$ cat src/rtl/mmio_pkg.sv
// Shared definitions for the lab7 memory-mapped I/O stage: CPU command codes,
// the I/O register address map and the seven-segment digit decoder.
package mmio_pkg;

   typedef enum logic [1:0] {
      MNONE  = 2'b00,
      MREAD  = 2'b01,
      MWRITE = 2'b10
   } mem_cmd_e;

   localparam logic [8:0] ADDR_LED       = 9'h100;
   localparam logic [8:0] ADDR_HEX       = 9'h120;
   localparam logic [8:0] ADDR_SW        = 9'h140;
   localparam logic [8:0] ADDR_SW_STATUS = 9'h141;

   // Active-low segment pattern, bit order g..a, for one hex nibble.
   function automatic logic [6:0] hex7seg(input logic [3:0] nibble);
      logic [6:0] seg;
      case (nibble)
         4'h0:    seg = 7'b1000000;
         4'h1:    seg = 7'b1111001;
         4'h2:    seg = 7'b0100100;
         4'h3:    seg = 7'b0110000;
         4'h4:    seg = 7'b0011001;
         4'h5:    seg = 7'b0010010;
         4'h6:    seg = 7'b0000010;
         4'h7:    seg = 7'b1111000;
         4'h8:    seg = 7'b0000000;
         4'h9:    seg = 7'b0010000;
         4'hA:    seg = 7'b0001000;
         4'hB:    seg = 7'b0000011;
         4'hC:    seg = 7'b1000110;
         4'hD:    seg = 7'b0100001;
         4'hE:    seg = 7'b0000110;
         default: seg = 7'b0001110;
      endcase
      return seg;
   endfunction

endpackage

$ cat src/rtl/mmio_bus_unit_sw_debouncer.sv
// Switch input conditioning: two-flop synchroniser followed by a stability
// counter. A candidate value is accepted once it has been seen unchanged for
// DEB_CYCLES consecutive cycles; any bounce restarts the count.
module sw_debouncer #(
   parameter int SW_W       = 8,
   parameter int DEB_CYCLES = 4
) (
   input  logic            clk,
   input  logic            reset,
   input  logic [SW_W-1:0] sw_in,
   output logic [SW_W-1:0] stable,
   output logic            changed
);

   localparam int CNT_W = $clog2(DEB_CYCLES);
   localparam logic [CNT_W-1:0] CNT_LAST = CNT_W'(DEB_CYCLES - 1);

   logic [SW_W-1:0]  sync1;
   logic [SW_W-1:0]  sync2;
   logic [SW_W-1:0]  cand;
   logic [CNT_W-1:0] cnt;
   logic             settled;

   // Bring the asynchronous switches into the clock domain.
   always_ff @(posedge clk or posedge reset) begin
      if (reset) begin
         sync1 <= '0;
         sync2 <= '0;
      end else begin
         sync1 <= sw_in;
         sync2 <= sync1;
      end
   end

   // The candidate has been stable long enough; changed flags a new value being accepted at the coming edge.
   always_comb begin
      settled = (sync2 == cand) && (cnt == CNT_LAST);
      changed = settled && (cand != stable);
   end

   // Track the candidate, count its stable cycles and commit it once the count completes.
   always_ff @(posedge clk or posedge reset) begin
      if (reset) begin
         cand   <= '0;
         cnt    <= '0;
         stable <= '0;
      end else if (sync2 != cand) begin
         cand <= sync2;
         cnt  <= '0;
      end else if (cnt == CNT_LAST) begin
         stable <= cand;
      end else begin
         cnt <= cnt + 1'b1;
      end
   end

endmodule

$ cat src/rtl/mmio_bus_unit.sv
// Memory-select and board I/O stage behind the CPU memory interface. Steers
// reads and writes to RAM (addresses below 0x100) or the LED, HEX and switch
// registers, and returns read data with the same one-cycle latency as the RAM.
module mmio_bus_unit
   import mmio_pkg::*;
#(
   parameter int SW_W       = 8,
   parameter int DEB_CYCLES = 4
) (
   input  logic            clk,
   input  logic            reset,
   input  logic [1:0]      mem_cmd,
   input  logic [8:0]      mem_addr,
   input  logic [15:0]     write_data,
   output logic [15:0]     read_data,
   input  logic [15:0]     ram_rdata,
   output logic            ram_write,
   input  logic [SW_W-1:0] sw_in,
   output logic [SW_W-1:0] ledr,
   output logic [6:0]      hex0,
   output logic [6:0]      hex1,
   output logic [6:0]      hex2,
   output logic [6:0]      hex3
);

   logic            is_read;
   logic            is_write;
   logic            sel_ram;
   logic            sel_led;
   logic            sel_hex;
   logic            sel_sw;
   logic            sel_stat;
   logic [15:0]     io_rdata;
   logic [SW_W-1:0] led_q;
   logic [15:0]     hex_q;
   logic            flag_q;
   logic [15:0]     rd_q;
   logic            ram_pend;
   logic [SW_W-1:0] sw_stable;
   logic            sw_changed;

   sw_debouncer #(
      .SW_W       (SW_W),
      .DEB_CYCLES (DEB_CYCLES)
   ) u_debouncer (
      .clk     (clk),
      .reset   (reset),
      .sw_in   (sw_in),
      .stable  (sw_stable),
      .changed (sw_changed)
   );

   // Command and address decode; code 11 falls out as no operation.
   always_comb begin
      is_read  = (mem_cmd == MREAD);
      is_write = (mem_cmd == MWRITE);
      sel_ram  = ~mem_addr[8];
      sel_led  = (mem_addr == ADDR_LED);
      sel_hex  = (mem_addr == ADDR_HEX);
      sel_sw   = (mem_addr == ADDR_SW);
      sel_stat = (mem_addr == ADDR_SW_STATUS);
   end

   // I/O read mux, zero-extended to the bus width; unmapped addresses read 0.
   always_comb begin
      io_rdata = '0;
      if (sel_led) begin
         io_rdata[SW_W-1:0] = led_q;
      end else if (sel_hex) begin
         io_rdata = hex_q;
      end else if (sel_sw) begin
         io_rdata[SW_W-1:0] = sw_stable;
      end else if (sel_stat) begin
         io_rdata[0] = flag_q;
      end
   end

   assign ram_write = is_write && sel_ram;

   // LED and HEX registers update on the edge of the write.
   always_ff @(posedge clk or posedge reset) begin
      if (reset) begin
         led_q <= '0;
         hex_q <= '0;
      end else if (is_write) begin
         if (sel_led) begin
            led_q <= write_data[SW_W-1:0];
         end
         if (sel_hex) begin
            hex_q <= write_data;
         end
      end
   end

   // Sticky switch-change flag; a new change on the same edge as a status read keeps it set.
   always_ff @(posedge clk or posedge reset) begin
      if (reset) begin
         flag_q <= 1'b0;
      end else if (sw_changed) begin
         flag_q <= 1'b1;
      end else if (is_read && sel_stat) begin
         flag_q <= 1'b0;
      end
   end

   // Read return: I/O data is captured at the command edge; for RAM only the source is remembered
   // and the RAM's own output is passed through next cycle, then captured so the value holds.
   always_ff @(posedge clk or posedge reset) begin
      if (reset) begin
         rd_q     <= '0;
         ram_pend <= 1'b0;
      end else if (is_read) begin
         if (sel_ram) begin
            ram_pend <= 1'b1;
         end else begin
            rd_q     <= io_rdata;
            ram_pend <= 1'b0;
         end
      end else if (ram_pend) begin
         rd_q     <= ram_rdata;
         ram_pend <= 1'b0;
      end
   end

   assign read_data = ram_pend ? ram_rdata : rd_q;
   assign ledr      = led_q;
   assign hex0      = hex7seg(hex_q[3:0]);
   assign hex1      = hex7seg(hex_q[7:4]);
   assign hex2      = hex7seg(hex_q[11:8]);
   assign hex3      = hex7seg(hex_q[15:12]);

endmodule

$ cat config.mk
export PLATFORM = sky130hd
export DESIGN_NAME = mmio_bus_unit
export DESIGN_NICKNAME = d
export VERILOG_FILES = /design/src/rtl/mmio_pkg.sv /design/src/rtl/mmio_bus_unit_sw_debouncer.sv /design/src/rtl/mmio_bus_unit.sv
export SDC_FILE = /design/constraint.sdc
export NUM_CORES = 1
export LEC_CHECK = 0
export BUFFER_PORTS_ARGS = -buffer_cell sky130_fd_sc_hd__buf_2
export CAP_MARGIN = 15
export CORE_MARGIN = 2
export CORE_UTILIZATION = 49
export DETAILED_ROUTE_END_ITERATION = 16
export GPL_ROUTABILITY_DRIVEN = 0
export PLACE_DENSITY = 0.88
export SLEW_MARGIN = 20
export SYNTH_ARGS = -nofsm -noshare
export SYNTH_HDL_FRONTEND = slang
export SYNTH_SLANG_ARGS = --single-unit
$ cat constraint.sdc
create_clock -name clk -period 2.6 [get_ports clk]
set_input_delay 0.52 -clock clk [delete_from_list [all_inputs] [get_ports clk]]
set_output_delay 0.52 -clock clk [all_outputs]
set_load 0.005 [all_outputs]
# Word-level counts from Yosys, hierarchy flattened
# Memories as Yosys holds them, arrays and structs flattened.
# Cells that the tools add are included.
[word_totals]
ff_bits = 76
romBits = 448
inputBits = 53
out_inout_bits = 53
elab_cells = 53
n_memories = 4
[op_classes]
n_addsub = 1
eq_ne = 12
mux = 16
n_bitwise = 2
reduce_logical = 8
[mem_list]
columns = ["memory", "words", "width", "read_ports", "rd_ports_with_merged_regs", "write_ports", "line_no", "rtl"]
rows = [
  ["(no name shown)", 16, 7, 1, 0, 0, "mmio_pkg.sv:19", "case (nibble)"],
  ["(no name shown)", 16, 7, 1, 0, 0, "mmio_pkg.sv:19", ""],
  ["(no name shown)", 16, 7, 1, 0, 0, "mmio_pkg.sv:19", ""],
  ["(no name shown)", 16, 7, 1, 0, 0, "mmio_pkg.sv:19", ""],
]
[ops]
columns = ["operator", "n"]
rows = [
  ["$mux 16", 3],
  ["$eq 9x9->1 const B", 4],
  ["$mux 8", 4],
  ["$ne 8x8->1", 2],
  ["$eq 8x8->1", 1],
  ["$mux 7", 1],
  ["$mux 1", 6],
  ["$reduce_and 2->1", 3],
  ["$eq 2x2->1 const B", 2],
  ["$logic_and 1x1->1", 4],
  ["$mux 2", 2],
  ["$add 2x1->2 const B", 1],
  ["$eq 2x1->1 const B", 1],
  ["$ne 2x1->1 const B", 1],
  ["$ne 2x2->1 const B", 1],
  ["$not 1->1", 2],
  ["$reduce_bool 2->1", 1],
]

# Logic depth before layout (Yosys ltp)
# Gate-level depths: netlist of the first run.
[depth]
depth_word = 7
ltp_mapped = 6
ltp_nobuf = 5

# Hierarchy
# Synthesis of the first run repeated with hierarchy kept, for this count alone.
[unflattened]
cells_unflattened = 414
hier_area_um2 = 4354.2
[by_module_without_submodules]
columns = ["mod", "instances", "cells_per_inst", "area_per_inst_um2", "seq_area_each_um2"]
rows = [
  ["mmio_bus_unit", 1, 335, 3106.7, 1051.0],
  ["sw_debouncer", 1, 79, 1247.4, 850.8],
]

# Worst setup path after synthesis of the first run
# Ideal clock, no wire load.
[synth_path]
path_kind = "input to register"
from = "input port mem_addr[1]"
to = "register led_q[0], in the netlist ledr[0]"
setup_ps = 125
arrival_ps = 1752
setup_slack_ps = 724
path_stages = 4
path_buffers = 0
cell_sequence = "nor4_4 nand2_2 nor4b_4 mux2_2"
[synth_between]
elab_chain_cells = 2
[synth_rtl]
columns = ["item", "line_no", "rtl"]
rows = [
  ["start: declaration", "mmio_bus_unit.sv:13", "input logic [8:0] mem_addr,"],
  ["$eq 9x9->1", "mmio_bus_unit.sv:58", "sel_led = (mem_addr == ADDR_LED);"],
  ["$reduce_and 2->1 (no source line)", "--", ""],
  ["end signal: assignment", "mmio_bus_unit.sv:87", "led_q <= write_data[SW_W-1:0];"],
  ["end: declaration", "mmio_bus_unit.sv:34", "logic [SW_W-1:0] led_q;"],
]
# No other way between the ends.
# A chain may end at the register's enable or synchronous reset.

# Final worst setup path of the first run
[layout_path]
from = "register hex_q[9]"
to = "output port hex2[0]"
[layout_between]
elab_chain_cells = 1
[layout_rtl]
columns = ["item", "line_no", "rtl"]
rows = [
  ["start: declaration", "mmio_bus_unit.sv:35", "logic [15:0] hex_q;"],
  ["start signal: assignment", "mmio_bus_unit.sv:90", "hex_q <= write_data;"],
  ["$mem_v2 16x7", "--", ""],
  ["end: declaration", "mmio_bus_unit.sv:22", "output logic [6:0] hex2,"],
]
# No other way between the ends.

==> run metrics, run 1 <==
area fraction of the dominant cell type after synthesis=43.6%; Initial Utilization=50.3%; Clock H-tree levels=3; # setup viols final=0; Post-Route WL=9900 um; Synth Area per Inst=10.6 sq um; Crit Path Category=register to primary output; via count=3445; # clock sinks=76; routed len/inst=about 16 um; Longest Clk Path Bufs=2; critical path arrival=1930 ps; Area contributors post-synth=dfrtp_1, mux2_2, ha_1; register area share after synthesis=43.6%; RSZ-0062 raised after global routing=no; via/cell ratio=between 5 and 6; Warnings, synthesis=0; R2R Setup Slk=680 ps; Placeable Area=0.00868 sq mm; Hold Path Class=input port to asynchronous set/reset pin; hold slack=258 ps; crit path launch=hex_q[9]; grt total ovfl=0; P&R area growth vs syn=19.0%; Post-synth top flop=dfrtp_1; Post-synth top cells=dfrtp_1, mux2_2, nand2_1; initial antenna violation count=0; first-pass GRT wire length=16300 um; DRT Pass-1 Iters=4; final hold vios=0; CP required=between 2000 and 2500 ps; max-slew violations=0; n_diodes=0; vias in the first global route=3417; Initial DRC Count=224; Cells after Synth=413; die area=0.00967 sq mm; slew at the pin closest to its max-slew limit=815 ps; Setup crit start kind=register; FILL cells=slightly above 700; Static Leak=2.49 nW; max frequency=0.408 GHz; most common cell in the netlist=dfrtp_1; syn_nets=491; DRT antenna net count=0; Fin Setup TNS=0 ps; outcome=completed; die height=98.3 um; Peak VDD IR=317 uV; worst-case reg-to-reg path depth=4; CTS Buf Count=9; MaxCap Viol Count=0; clk_skew=5.55 ps; Yosys cell types=42; Synth Register Bits=76; clock latency on the worst-skew pair=340 ps; Slew HR=45.7%; Netlist Area Pre-Place=0.00436 sq mm; Reg2Reg Capture Point=u_debouncer.stable[0]; largest fanout on the critical path=7; PD cells=between 500 and 600 mW/mm^2; Synth area leader=dfrtp_1; asr flop ratio synth=100%; PortBufs=105; CTS clock-pin slew for the worst setup and hold paths=80 ps; fraction of layout cells with a size suffix above 1=36.5%; period utilisation layout=roughly 94%; number of synthesized flops with an enable pin=0; min cycle time layout=between 2000 and 2500 ps; DRC Markers=0; Root Buffer=clkbuf_8; GRT Util Overall=20.9%; CTS tree=built; largest net degree at the start of global routing=49; floorplan row count=34; Critical Path End Type=primary output; FF-to-FF Start=u_debouncer.cand[5]; Die Width=around 100 um; Final HPWL DP=7560 um; fin nets=580; Ports=106
## metal layers
layer	global-route usage, %	wire length, um
met1	26.6	4040
met2	35.2	5100
met3	4.72	582
met4	7.48	168
met5	0	0
## final cells by class
class	instances	area [sq um]	area share, %
Clock buffer	9	124	2.39
Clock inverter	7	123	2.36
Inverter	27	101	1.95
Multi-Input combinational cell	280	2240	43.2
Sequential cell	76	1900	36.7
Tap cell	108	135	2.60
Timing Repair Buffer	108	561	10.8
## critical path, cell delays in order, from the launching register on
cell     delay (ps)
dfrtp_1         460
inv_1           160
ha_2            230
nor2b_1          70
or3b_2          470
o21ai_0          90
buf_2           140
## worst max path at each step
stage,cells past startpoint,slack [ps],to
finish,6,150,hex2[0]
CTS,6,70,hex3[0]
detailed placement,5,350,ledr[3]
global placement,5,420,ledr[6]
global route,5,3,hex2[3]
floorplan,1,140,flag_q
## flip-flops by register name, indices dropped and copies added (netlist names), 2 cells and up
name,cells
hex_q,16
ledr,8
rd_q,16
u_debouncer.cand,8
u_debouncer.cnt,2
u_debouncer.stable,8
u_debouncer.sync1,8
u_debouncer.sync2,8
## per-stage QoR
step           cell area, sq um  setup slack (ps)  power, mW  utilization (%)  std cells
6_report                   5190               146       2.69             59.8        615
5_1_grt                    5190              3.33       2.83             59.8        615
4_1_cts                    5180              65.2       2.72             59.7        615
3_5_place_dp               4930               350       1.64             56.9        599
3_3_place_gp               4930               416       1.62             56.9        599
2_1_floorplan              4360               142       1.49                -        413
## placed cells by master, fill, tap and decap left out, drive strengths merged, types with 7 or more instances in the layout
cell type    n
buf        108
dfrtp       76
mux2        41
nand2       35
inv         28
nor2        26
ha          25
o21ai       18
nor2b       18
a21oi       12
mux2i        9
xor2         9
clkbuf       9
nand2b       8
o2bb2ai      8
a22o         8
xnor2        8
o311ai       7
## power breakdown
| part | internal, mW | switching (mW) | total, mW | leakage [nW] |
|---|---|---|---|---|
| Combinational | 0.154 | 0.169 | 0.323 | 1.40 |
| Sequential | 1.24 | 0.0454 | 1.29 | 0.975 |
| Clock | 0.644 | 0.440 | 1.08 | 0.116 |
## cell families (layout without fill, tap and decap cells)
logic type	after synthesis	in the layout	synth area share, %
compound gates	76	76	12.3
xor+xnor	17	17	3.41
fa+ha+maj	25	25	7.17
buf+inv	57	151	5.13
flops	76	76	43.6
mux	54	54	14.7
simple gates	108	108	13.6
## repair_timing
action,in CTS,in global routing
endpoints found under the setup margin,0,4
resized for setup,0,7
hold buffers,0,0
buffers inserted,0,0
(Power assumes the default switching activity.)
==> inputs of run 2 (changes only) <==
--- a/config.mk
+++ b/config.mk
@@ -12,6 +12,8 @@
 export DETAILED_ROUTE_END_ITERATION = 16
 export GPL_ROUTABILITY_DRIVEN = 0
 export PLACE_DENSITY = 0.88
+export RECOVER_POWER = 50
+export SETUP_SLACK_MARGIN = 0.3
 export SLEW_MARGIN = 20
 export SYNTH_ARGS = -nofsm -noshare
 export SYNTH_HDL_FRONTEND = slang
==> run 2 against run 1 <==
Compared with the run above:
- hold slack gained 3.0 ps
- via count rose by 3.2%
- first-iteration DRC count down 22%
- die area unchanged
- routed wire length is 7.9% higher
- register-to-register slack improved by 70 ps
- total power decreased by 7.7%
- the flow now finishes with violations (capacitance limit, slew limit)
- highest routed layer unchanged
- flip-flop and latch count unchanged
- count of clock-buffer cells in the layout is the same
- sequential share of layout area is 2.0 points lower
==> run metrics, run 2 (synthesis results as in run 1) <==
largest net degree at the start of global routing=77; CTS Buf Count=9; P&R area growth vs syn=26.9%; largest fanout on the critical path=5; Final Cell Area=between 0.005 and 0.006 sq mm; grt total ovfl=0; Initial DRC Count=about 170; Tot Pwr=2.49 mW; hold_sp=sw_in[3]; Post-Route WL=10700 um; # clock sinks=76; vias in the first global route=around 3600; Sw Share=between 20 and 30%; die area=0.00967 sq mm; Clock H-tree levels=3; critical path arrival=approximately 1800 ps; MaxCap Viol Count=1; crit path launch=hex_q[5]; Setup crit start kind=register; PD cells=449 mW/mm^2; Ports=106; Static Leak=2.60 nW; CP required=2080 ps; min cycle time layout=2330 ps; Die Width=~98 um; Initial Utilization=50.3%; DRT Pass-1 Iters=5; routed len/inst=16.6 um; Final HPWL DP=6980 um; Inst Count DP=599; most common cell after layout, fill and taps aside=buf_2; Combinational Power Share=13.7%; first-pass GRT wire length=16700 um; final hold vios=0; clock latency on the worst-skew pair=360 ps; n_diodes=0; Peak VDD IR=about 250 uV; Placeable Area=0.00868 sq mm; outcome=complete, but fails checks; RSZ-0062 raised after global routing=yes; via count=3556; FILL cells=683; violations in the final reports=capacitance limit, slew limit; die height=between 90 and 100 um; max frequency=0.430 GHz; Fin Setup TNS=0 ps; CTS clock-pin slew for the worst setup and hold paths=90 ps; Hold Path Class=input port to register; GRT Util Overall=a little over a fifth; slew at the pin closest to its max-slew limit=1780 ps; DRC Markers=0; CTS tree=built; Longest Clk Path Bufs=2; clk_skew=9.17 ps; DRT antenna net count=0; commonest non-fill, non-tap cells in the layout=buf_2, dfrtp_1, mux2_2; # setup viols final=0; Regs by FF count=hex_q: 16 flops, rd_q: 16 flops; initial antenna violation count=0; PortBufs=105; Slew HR=-18.9%; sequential power share=51.8%; Crit Path Category=register to primary output; Root Buffer=clkbuf_8; Critical Path End Type=primary output; FF-to-FF Start=u_debouncer.cand[1]; period utilisation layout=89.5%; Post-DP Area=0.00494 sq mm; fin nets=609; via/cell ratio=5.52; max-slew violations=77; fraction of layout cells with a size suffix above 1=45.9%; final std cells w/o fill=between 600 and 700; floorplan row count=34; Switching Power=0.710 mW; Pint=1.78 mW; clock network power share=between 30% and 40%
run 2: changes by cell type in the layout (fill, tap and decap cells not counted), moves of 3 or more:
cell | before | now
o21ai_0 | 18 | 14
ha_4 | 0 | 11
or3b_4 | 0 | 3
buf_6 | 0 | 3
inv_1 | 21 | 15
inv_4 | 0 | 7
ha_1 | 22 | 9
dfrtp_2 | 0 | 12
or3b_2 | 4 | 1
bufinv_16 | 3 | 0
dfrtp_1 | 76 | 64
buf_4 | 2 | 28
run 2: what timing repair did:
action | in CTS | in global routing
pin swaps | 0 | 1
buffers inserted | 15 | 14
hold buffers | 0 | 0
endpoints found under the setup margin | 19 | 8
gates cloned | 0 | 0
gates resized for setup | 36 | 29
run 2: critical path, stage by stage, from the launching register on:
cell	delay [ps]
dfrtp_1	410
inv_2	170
ha_4	160
nor2b_1	50
or3b_4	380
o21ai_1	110
buf_2	160
run 2: final timing paths:
kind | to | slack, ps | cells past startpoint
min | u_debouncer.sync1[3] | 260 | 1
min in group asynchronous | hex_q[9] | 800 | 3
max reg2reg | u_debouncer.stable[0] | 750 | 4
min reg2reg | u_debouncer.sync2[7] | 350 | 0
max | hex1[0] | 270 | 6
max in group asynchronous | hex_q[12] | 610 | 3
run 2: layout make-up:
| cell class | instances | area (sq um) | share of cell area [%] |
|---|---|---|---|
| inverters | 27 | 120 | 2.17 |
| well taps | 108 | 135 | 2.44 |
| multi-input cells | 280 | 2400 | 43.4 |
| flip-flops and latches | 76 | 1920 | 34.6 |
| repair buffers | 137 | 773 | 14.0 |
| clock buffers | 9 | 124 | 2.24 |
| clock inverters | 7 | 65.1 | 1.18 |
run 2: power groups by stage:
| stage | Clock (mW) | Combinational [mW] | Sequential, mW |
|---|---|---|---|
| after floorplan | 0 | 0.196 | 1.29 |
| after global placement | 0 | 0.311 | 1.31 |
| after detailed placement | 0 | 0.320 | 1.31 |
| after CTS | 0.883 | 0.333 | 1.29 |
| after global routing | 0.942 | 0.382 | 1.30 |
| final | 0.859 | 0.341 | 1.29 |
run 2: layer usage:
layer	GRT usage [%]	up-vias	wire [um]
li1	-	1684	-
met4	10.5	0	350
met5	0	-	0
met2	35.9	149	5390
met1	26.2	1689	4250
met3	5.58	34	688
run 2: per-stage QoR:
stage	utilization (%)	setup WS (ps)	hold slack, ps
finish	63.8	273	261
detailed placement	56.9	363	335
floorplan	-	724	331
global route	63.8	152	236
CTS	61.5	282	244
global placement	56.9	415	334
==> inputs of run 3 (changes only) <==
--- a/config.mk
+++ b/config.mk
@@ -8,10 +8,10 @@
 export BUFFER_PORTS_ARGS = -buffer_cell sky130_fd_sc_hd__buf_2
 export CAP_MARGIN = 15
 export CORE_MARGIN = 2
-export CORE_UTILIZATION = 49
+export CORE_UTILIZATION = 53
 export DETAILED_ROUTE_END_ITERATION = 16
 export GPL_ROUTABILITY_DRIVEN = 0
-export PLACE_DENSITY = 0.88
+export PLACE_DENSITY = 0.9
 export RECOVER_POWER = 50
 export SETUP_SLACK_MARGIN = 0.3
 export SLEW_MARGIN = 20
==> constraint.sdc (replaced) <==
create_clock -name clk -period 2.2 [get_ports clk]
set_input_delay 0.44 -clock clk [delete_from_list [all_inputs] [get_ports clk]]
set_output_delay 0.44 -clock clk [all_outputs]
set_load 0.005 [all_outputs]
==> run 3 against run 2 <==
Compared with the run above:
- the run ends with setup timing left
- count of clock-buffer cells in the layout up 1
- combinational power up 43%
- sequential share of layout area down 3.8 points
- hold slack worse by 77 ps
- clock power up 53%
- register-to-register slack worse by 380 ps
- largest power group unchanged
==> run metrics, run 3 (synthesis results as in run 1) <==
outcome=complete, but fails checks; violations in the final reports=setup timing; grt total ovfl=0; DRC Markers=0; Slew HR=18.4%; largest fanout on the critical path=5; Final Cell Area=0.00623 sq mm; sequential cell area=0.00192 sq mm; Hold Path Class=input port to register; commonest non-fill, non-tap cells in the layout=buf_2, dfrtp_1, buf_4; via/cell ratio=6.13; final hold vios=0; critical path arrival=1840 ps; vias in the first global route=3779; fin nets=roughly 650; Setup WS post-layout=-79.0 ps; DRT antenna net count=0; die area=0.00897 sq mm; max-slew violations=0; slew at the pin closest to its max-slew limit=1220 ps; P&R area growth vs syn=42.8%; DRT Pass-1 Iters=5; initial antenna violation count=0; multi-input logic area=between 0.002 and 0.003 sq mm; max frequency=0.439 GHz; period utilisation layout=104%; MaxCap Viol Count=0; GRT Util Overall=27.0%; Post-Route WL=between 10000 and 15000 um; Root Buffer=clkbuf_8; # clock sinks=76; Clock H-tree levels=3; Die Width=94.7 um; CTS clock-pin slew for the worst setup and hold paths=about 90 ps; Final HPWL DP=7340 um; via count=about 4200; # setup viols final=7; Peak VDD IR=~730 uV; Post-DP Area=0.00499 sq mm; Static Leak=2.93 nW; CTS Buf Count=9; hold slack=about 180 ps; die height=94.7 um; Ports=between 100 and 150; FILL cells=453; routed len/inst=21.0 um; CTS tree=built; largest net degree at the start of global routing=35; clk_skew=around 13 ps; Longest Clk Path Bufs=2; Setup crit start kind=register; CP required=1760 ps; Initial DRC Count=464; RSZ-0062 raised after global routing=yes; floorplan row count=33; fraction of layout cells with a size suffix above 1=56.6%; Regs by FF count=hex_q: 16 flops, rd_q: 16 flops; Fin Setup TNS=-314 ps; first-pass GRT wire length=18500 um; PortBufs=105; min cycle time layout=2280 ps; n_diodes=0; Critical Path End Type=primary output; PD cells=535 mW/mm^2; Initial Utilization=53.9%; Crit Path Category=register to primary output; Placeable Area=0.00809 sq mm; R2R Setup Slk=370 ps; clock latency on the worst-skew pair=360 ps; most common cell after layout, fill and taps aside=buf_2
==> run 3: cell count changes in the layout (fill, tap and decap cells not counted), moves of 7 or more <==
cell / change
nor2_1: -9
nand2_1: -7
buf_6: +21
o21ai_0: -8
ha_4: +9
nor2_2: +7
buf_4: +15
==> run 3: worst max-delay path: stages, from the launching register on <==
cell and delay [ps]:
dfrtp_2 490, inv_4 90, ha_4 270, inv_2 30, mux4_2 450, buf_2 140
==> run 3: per-stage QoR <==
stage / std cells / setup slack [ps] / power (mW) / utilization, %
5_1_grt: 679 / -112 / 3.44 / 77.0
3_3_place_gp: 602 / 218 / 1.92 / 61.7
6_report: 679 / -79.0 / 3.33 / 77.0
2_1_floorplan: 413 / 404 / 1.76 / -
4_1_cts: 653 / -9.01 / 3.26 / 72.6
3_5_place_dp: 602 / 94.7 / 1.94 / 61.7
==> run 3: per-layer routing <==
layer / GRT usage [%] / part of all wire (%)
met4: 8.57 / 5.2
met2: 47.5 / 50
met5: 0 / 0
met1: 33.1 / 37
met3: 5.99 / 7.5
==> run 3: final cells by class <==
cell class / count / share of cell area [%]
Clock buffer: 10 / 2.21
Timing Repair Buffer: 175 / 18.2
Multi-Input combinational cell: 280 / 42.7
Inverter: 27 / 2.17
Sequential cell: 76 / 30.9
Tap cell: 105 / 2.11
Clock inverter: 6 / 1.79
==> run 3: what timing repair did <==
item / 4_1_cts / 5_1_grt
setup buffers: 35 / 25
resized for setup: 103 / 60
cloned: 0 / 1
pin swaps: 15 / 21
endpoints found under the setup margin: 50 / 46
hold buffers: 0 / 0
==> run 3: worst paths after layout <==
check | startpoint | end | cells after the start
max | hex_q[12] | hex3[3] | 5
min | sw_in[0] | u_debouncer.sync1[0] | 1
max reg2reg | u_debouncer.cand[0] | u_debouncer.stable[1] | 5
min reg2reg | u_debouncer.sync1[2] | u_debouncer.sync2[2] | 0
max in group asynchronous | reset | hex_q[7] | 3
min in group asynchronous | reset | hex_q[11] | 2
==> run 3: power by group <==
group          internal, mW  switching [mW]
registers              1.47          0.0597
logic                 0.230           0.257
clock network         0.784           0.531
total                  2.48           0.847
